===== config.mk =====
export PLATFORM = sky130hd
export DESIGN_NAME = mdio_peripheral_param
export DESIGN_NICKNAME = d
export VERILOG_FILES = /design/src/rtl/mdio_peripheral_param.sv
export SDC_FILE = /design/constraint.sdc
export NUM_CORES = 1
export LEC_CHECK = 0
export CORE_MARGIN = 2
export CORE_UTILIZATION = 45
export CTS_CLUSTER_SIZE = 40
export DETAILED_ROUTE_END_ITERATION = 12
export GPL_ROUTABILITY_DRIVEN = 0
export GPL_TIMING_DRIVEN = 0
export PLACE_DENSITY = 0.69
export SYNTH_ARGS = -nofsm -noshare
export SYNTH_HDL_FRONTEND = slang
export SYNTH_SLANG_ARGS = --single-unit

===== constraint.sdc =====
create_clock -name MDC -period 5.5 [get_ports MDC]
set_clock_uncertainty 0.1 [all_clocks]
set_input_delay 0.55 -clock MDC [delete_from_list [all_inputs] [get_ports MDC]]
set_output_delay 0.55 -clock MDC [all_outputs]
set_load 0.005 [all_outputs]

===== src/rtl/mdio_peripheral_param.sv =====
// mdio_peripheral_param: Clause-22 style MDIO peripheral with parameterised register/data widths.
// Ports:
//   MDC        - management clock, all logic on posedge
//   RESET      - asynchronous active-low reset
//   MDIO_OUT   - serial bit from controller, valid when MDIO_OE=1
//   MDIO_OE    - controller is driving the line
//   RD_DATA    - register file read data for ADDR
//   ADDR       - register address of the current frame
//   WR_DATA    - write data, held until the next accepted write
//   WR_STB     - one-cycle write strobe
//   MDIO_DONE  - one-cycle frame-complete pulse
//   MDIO_IN    - serial bit to controller
//   PERIPH_OE  - peripheral drives the line
module mdio_peripheral_param #(
    parameter int         DATA_W   = 16,
    parameter int         REG_AW   = 5,
    parameter logic [4:0] PHY_ADDR = 5'h01,
    parameter int         PRE_LEN  = 32,
    parameter bit         BCAST_EN = 1'b1
) (
    input  logic              MDC,
    input  logic              RESET,
    input  logic              MDIO_OUT,
    input  logic              MDIO_OE,
    input  logic [DATA_W-1:0] RD_DATA,
    output logic [REG_AW-1:0] ADDR,
    output logic [DATA_W-1:0] WR_DATA,
    output logic              WR_STB,
    output logic              MDIO_DONE,
    output logic              MDIO_IN,
    output logic              PERIPH_OE
);
    // Shared shift register is wide enough for PHYAD, REGAD and data fields
    localparam int SW = (DATA_W > REG_AW) ? ((DATA_W > 5) ? DATA_W : 5) : ((REG_AW > 5) ? REG_AW : 5);
    localparam int BW = $clog2(SW) + 1;
    localparam int PW = $clog2(PRE_LEN + 1);

    typedef enum logic [3:0] {
        S_IDLE, S_ST, S_OP, S_PHYAD, S_REGAD, S_TA, S_WDATA, S_RDATA, S_DONE
    } state_t;

    state_t            state_q, state_d;
    logic [PW-1:0]     pre_q, pre_d;
    logic [BW-1:0]     bit_q, bit_d;
    logic [SW-1:0]     sh_q, sh_d, shifted;
    logic              rd_q, rd_d;
    logic [REG_AW-1:0] addr_q, addr_d;
    logic [DATA_W-1:0] wdat_q, wdat_d;
    logic              wstb_q, wstb_d;
    logic              done_q, done_d;
    logic              min_q, min_d;
    logic              poe_q, poe_d;
    logic              abort;

    always_comb begin
        state_d = state_q;
        pre_d   = pre_q;
        bit_d   = bit_q;
        sh_d    = sh_q;
        rd_d    = rd_q;
        addr_d  = addr_q;
        wdat_d  = wdat_q;
        wstb_d  = 1'b0;
        done_d  = 1'b0;
        min_d   = min_q;
        poe_d   = poe_q;
        abort   = 1'b0;
        shifted = {sh_q[SW-2:0], MDIO_OUT};
        case (state_q)
            S_IDLE: begin
                if (MDIO_OE) begin
                    if (MDIO_OUT) begin
                        pre_d = (pre_q == PW'(PRE_LEN)) ? pre_q : pre_q + 1'b1;
                    end else if (pre_q == PW'(PRE_LEN)) begin
                        state_d = S_ST;
                        pre_d   = '0;
                    end else begin
                        pre_d = '0;
                    end
                end
            end
            S_ST: begin
                if (!MDIO_OE || !MDIO_OUT) begin
                    abort = 1'b1;
                end else begin
                    state_d = S_OP;
                    bit_d   = '0;
                end
            end
            S_OP: begin
                if (!MDIO_OE) begin
                    abort = 1'b1;
                end else if (bit_q == '0) begin
                    sh_d  = shifted;
                    bit_d = 1'b1;
                end else if (sh_q[0] == MDIO_OUT) begin
                    abort = 1'b1;
                end else begin
                    // 10 is read, 01 is write: first OP bit alone tells them apart
                    rd_d    = sh_q[0];
                    state_d = S_PHYAD;
                    bit_d   = '0;
                end
            end
            S_PHYAD: begin
                if (!MDIO_OE) begin
                    abort = 1'b1;
                end else begin
                    sh_d  = shifted;
                    bit_d = bit_q + 1'b1;
                    if (bit_q == BW'(4)) begin
                        if (shifted[4:0] == PHY_ADDR || (BCAST_EN && !rd_q && shifted[4:0] == 5'd0)) begin
                            state_d = S_REGAD;
                            bit_d   = '0;
                        end else begin
                            abort = 1'b1;
                        end
                    end
                end
            end
            S_REGAD: begin
                if (!MDIO_OE) begin
                    abort = 1'b1;
                end else begin
                    sh_d  = shifted;
                    bit_d = bit_q + 1'b1;
                    if (bit_q == BW'(REG_AW - 1)) begin
                        addr_d  = shifted[REG_AW-1:0];
                        state_d = S_TA;
                        bit_d   = '0;
                    end
                end
            end
            S_TA: begin
                if (rd_q) begin
                    // Controller has released the line; drive the second TA bit low
                    sh_d    = SW'(RD_DATA);
                    poe_d   = 1'b1;
                    min_d   = 1'b0;
                    state_d = S_RDATA;
                    bit_d   = '0;
                end else if (!MDIO_OE || MDIO_OUT != (bit_q == '0)) begin
                    abort = 1'b1;
                end else if (bit_q == '0) begin
                    bit_d = 1'b1;
                end else begin
                    state_d = S_WDATA;
                    bit_d   = '0;
                end
            end
            S_WDATA: begin
                if (!MDIO_OE) begin
                    abort = 1'b1;
                end else begin
                    sh_d  = shifted;
                    bit_d = bit_q + 1'b1;
                    if (bit_q == BW'(DATA_W - 1)) begin
                        wdat_d  = shifted[DATA_W-1:0];
                        wstb_d  = 1'b1;
                        done_d  = 1'b1;
                        state_d = S_DONE;
                    end
                end
            end
            S_RDATA: begin
                min_d = sh_q[DATA_W-1];
                sh_d  = sh_q << 1;
                bit_d = bit_q + 1'b1;
                state_d = (bit_q == BW'(DATA_W - 1)) ? S_DONE : S_RDATA;
            end
            S_DONE: begin
                // Reads finish here; writes already pulsed on their last data edge
                done_d  = rd_q;
                poe_d   = 1'b0;
                min_d   = 1'b0;
                pre_d   = PW'(MDIO_OE && MDIO_OUT);
                state_d = S_IDLE;
            end
            default: abort = 1'b1;
        endcase
        if (abort) begin
            state_d = S_IDLE;
            pre_d   = '0;
            poe_d   = 1'b0;
            min_d   = 1'b0;
        end
    end

    always_ff @(posedge MDC or negedge RESET) begin
        if (!RESET) begin
            state_q <= S_IDLE;
            pre_q   <= '0;
            bit_q   <= '0;
            sh_q    <= '0;
            rd_q    <= 1'b0;
            addr_q  <= '0;
            wdat_q  <= '0;
            wstb_q  <= 1'b0;
            done_q  <= 1'b0;
            min_q   <= 1'b0;
            poe_q   <= 1'b0;
        end else begin
            state_q <= state_d;
            pre_q   <= pre_d;
            bit_q   <= bit_d;
            sh_q    <= sh_d;
            rd_q    <= rd_d;
            addr_q  <= addr_d;
            wdat_q  <= wdat_d;
            wstb_q  <= wstb_d;
            done_q  <= done_d;
            min_q   <= min_d;
            poe_q   <= poe_d;
        end
    end

    assign ADDR      = addr_q;
    assign WR_DATA   = wdat_q;
    assign WR_STB    = wstb_q;
    assign MDIO_DONE = done_q;
    assign MDIO_IN   = min_q;
    assign PERIPH_OE = poe_q;
endmodule


# After elaboration in Yosys (flattened, before gate mapping)
# Index checks and enable logic that the tools add are counted.
# word_totals
regBits	57
inputBits	20
output_inout_bits	25
word_cells	151
# op_classes
add_sub_neg	2
n_eq_ne	42
n_mux	65
n_bitwise	2
reduce_logical	29
# op_table
operator	n
$mux 4	19
$mux 16	4
$pmux 16 s4	1
$mux 5	12
$ne 3x3->1 const B	17
$pmux 4 s9	1
$pmux 5 s7	1
$mux 6	4
$mux 1	18
$reduce_and 17->1	1
$eq 4x3->1 const B	4
$ne 2x2->1 const B	7
$ne 4x4->1 const B	3
$pmux 6 s2	1
$logic_not 5->1	2
$reduce_bool 10->1	1
$reduce_and 3->1	3
$eq 4x2->1 const B	2
$reduce_and 8->1	1
$reduce_bool 4->1	2
$reduce_bool 7->1	1
$add 6x1->6 const B	1
$eq 6x6->1 const B	1
$pmux 1 s6	1
other kinds (22)	32

# Logic depth before layout (Yosys ltp)
# logic_depth
ltp_word	9
ltp_mapped	8
mapped_depth_nobuf	8

# Worst setup path after synthesis
# No wires, ideal clock.
# synth_path
path_kind	input -> register
startpoint	input MDIO_OUT
endpoint	register bit_q[3]
setup_ns	0.124
t_arrival_ns	2.256
t_required_ns	5.276
slack_ns	3.020
stages	8
path_buffers	1
cell_sequence	clkbuf_1 -> inv_1 -> ha_1 -> nor3b_1 -> a221oi_4 -> o221ai_2 -> nor4_1 -> a211o_1
# synth_via
elab_chain_cells	7
word_cells_on_any_way	17
classes_between	6 x eq/ne; 4 x mux; 7 x reduce/logical
# synth_rtl
item	line_no	text
start, declared	23	input logic MDIO_OUT,
$logic_not 5->1	112	if (shifted[4:0] == PHY_ADDR || (BCAST_EN && !rd_q && shifted[4:0] == 5'd0)) begin
$logic_and 1x1->1	112	
$logic_or 1x1->1	112	
$mux 5	112	
$mux 5	111	if (bit_q == BW'(4)) begin
$mux 5	106	if (!MDIO_OE) begin
$pmux 5 s7	69	case (state_q)
end signal, assigned	205	bit_q <= bit_d;
end, declared	44	logic [BW-1:0] bit_q, bit_d;
# Parallel ways exist; a longest one is shown, timed or not. The select of a mux whose other input is x is not followed.
# A chain may end at the register's enable or synchronous reset.

# Worst setup path in the final report
# Same ends and word-level chain as after synthesis.

==> results.tsv <==
stage	metric	value	unit
synthesis	async_flop_share	1.000	
synthesis	synth-main-ff-cell	dfrtp_1	
critical_path	arrival	3.21	ns
critical_path	cp_slowest_cell	clkdlybuf4s50_1	
status	status	completed	
critical_path	cp_max_fo	10	
critical_path	startpoint_type	input port	
critical_path	critPathKind	input port to flip-flop	
clock_network	clock-sinks	57	
timing	max_freq	0.3250	GHz
synthesis	syn-num-nets	335	
clock_network	cts_max_path_buffers	2	
detailed_routing	first_iter_violations	271	
synthesis	synthCells	308	
clock_network	clk_pin_slew	0.08	ns
floorplanning	rows	30	
critical_path	cp_data_required_time	5.63	ns
finish	area_delta_synth_final	23.92	%
detailed_routing	ant_nets	0	
global_routing	grt_pass1_vias	2600	
floorplanning	fp.coreArea	6756	um^2
synthesis	synth_cell_type_count	55	
pwr	ir_drop	157.3	uV
global_routing	antenna_found_initial	0	
critical_path	reg2reg_slack	2.96	ns
timing	maxSlewViolCount	0	
detailed_routing	drt_pass1_iterations	5	
timing	setup_viol	0	
global_routing	gr-total-overflow	0	
global_routing	grt_max_degree	36	
finish	post-route-util	0.5756	
timing	hold_violations	0	
clock_network	clock_latency	0.35	ns
critical_path	cp_cell_sequence	clkdlybuf4s50_1, clkbuf_1, inv_1, ha_1, nor3b_1, a221oi_4, o221ai_2, nor4_1, a211o_1	
timing	relSlewSlack	0.3659	
synthesis	synthTopCellsByCount	dfrtp_1 (57), a21oi_1 (28), nor2_1 (27), mux2_2 (20), mux2i_1 (20)	
synthesis	yosysMostFrequentCell	dfrtp_1	
synthesis	ys_seq_area_frac	0.4545	
timing	fin_crit	3.077	ns
synthesis	yosysWarnings	0	
placement	dpl.hpwl	5208	um
floorplanning	die_area	7657	um^2
detailed_routing	route.detailed.drc	0	
synthesis	syn_area	3138	um^2
synthesis	yosysTopAreaCellShare	0.4545	
critical_path	cp_top_family	buffers and inverters	
pwr	power.density	230.7	nW/um^2
finish	layout-drive-gt1-share	0.1599	
floorplanning	die_h	87.51	um
timing	finalSetupTns	0	ns
synthesis	yosys.area.top_type	dfrtp_1	
synthesis	synth-edff-count	0	
synthesis	ys_top_cells_by_area	dfrtp_1 (45%), mux2_2 (7.2%), mux2i_1 (6.4%)	
clock_network	cts_resized	0	
timing	finalCritPeriodShare	0.5594	
placement	portBuffers	44	
finish	num_antenna_cells	0	
clock_network	htreeDepth	3	
critical_path	endpoint_kind	flip-flop	
clock_network	cts_tree	yes	
floorplanning	ios	45	
detailed_routing	vias	2584	
clock_network	ctsHoldBuffers	0	
finish	final_nets	391	
timing	whs	0.07859	ns
synthesis	ys_ff_latch	57	
detailed_routing	drt_wl_total	7468	um
synthesis	synth_area_per_cell	10.19	um^2
timing	rsz0062_at_grt	no	
clock_network	cts-root-buf	clkbuf_8	
detailed_routing	via_per_inst	5.755	
run	cap_viol_max_count	0	
floorplanning	fp.dieW	87.51	um
global_routing	grt_pass1_wl	12630	um
floorplanning	start_util	0.4644	
pwr	p_leak	1.662	nW
detailed_routing	wl_per_cell	16.63	um
global_routing	grt_usage	0.2121	
clock_network	numCtsBuffers	9	
critical_path	crit_buf_inv	3	
timing	worst_slew_pin_slew	0.9379	ns
critical_path	slowest_delay	0.48	ns
clock_network	post_cts_buffers	0	
worst_hold_path	worstHoldPathType	input port to async pin	
metrics by stage:
stage	power [W]	instance area, um^2	std cells	setup slack, ns
3_3_place_gp	0.0005037	3679	432	1.924
5_1_grt	0.0009251	3889	449	2.290
3_5_place_dp	0.0005067	3694	433	2.099
4_1_cts	0.0009035	3889	449	2.456
2_1_floorplan	0.0004731	3138	308	3.020
6_report	0.0008971	3889	449	2.423
final timing paths:
kind	start	endpoint	depth (start not counted)
worst max-delay path	MDIO_OUT	bit_q[3]$_DFFE_PN0P_	9
worst min-delay path	RESET	bit_q[4]$_DFFE_PN0P_	1
worst max register to register	bit_q[0]$_DFFE_PN0P_	sh_q[10]$_DFFE_PN0P_	8
worst min register to register	ADDR[1]$_DFFE_PN0P_	ADDR[1]$_DFFE_PN0P_	2
max in group asynchronous	RESET	WR_DATA[13]$_DFFE_PN0P_	2
min in group MDC	ADDR[1]$_DFFE_PN0P_	ADDR[1]$_DFFE_PN0P_	2
report_power, final:
part	total (W)	internal (W)	switching, W
Combinational	0.0000608	0.0000289	0.0000319
Clock	0.000399	0.000211	0.000188
Sequential	0.000437	0.000428	0.00000942
Total	0.000897	0.000668	0.000229
cells by family after synthesis:
kind of cell / after synthesis / synth area share
adder cells (fa/ha/maj): 7 / 0.02791
multiplexers: 40 / 0.1356
AND/OR/NAND/NOR: 98 / 0.1715
buffers and inverters: 34 / 0.04625
AO/OA/AOI/OAI: 72 / 0.1643
flip-flops: 57 / 0.4545
cells in the final DEF, fill, tap and decap left out, types with 10 or more instances in the layout:
cell             instances
inv_1                   15
a21oi_1                 28
clkbuf_1                10
mux2_2                  20
nor2_1                  27
o21ai_0                 14
nand2_1                 15
clkdlybuf4s50_1         43
mux2i_1                 20
dfrtp_1                 57
sequential cells by signal, summed over array words and instances (netlist names):
register and count:
WR_DATA 16, ADDR 5, state_q 4, PERIPH_OE 1, WR_STB 1, MDIO_DONE 1
sh_q 16, MDIO_IN 1, pre_q 6, bit_q 5, rd_q 1
layer usage:
layer	part of all wire	GRT usage	vias to the layer above	wire [um]
met4	0.025	0.1063	0	190
met1	0.45	0.2786	1228	3325
li1	-	-	1241	-
met5	0	0	-	0
met3	0.062	0.05687	16	464
met2	0.47	0.3237	99	3489
area by class of cell:
type                    count  area [um^2]
plain buffers              18        85.08
clock buffers              10        127.6
clock inverters             6        67.56
fillers                   626         2868
inverters                  16        60.06
multi-input cells         217         1567
flip-flops and latches     57         1426
well taps                  80        100.1
repair buffers             45        455.4
No activity file was read; power rests on OpenSTA's default activity.
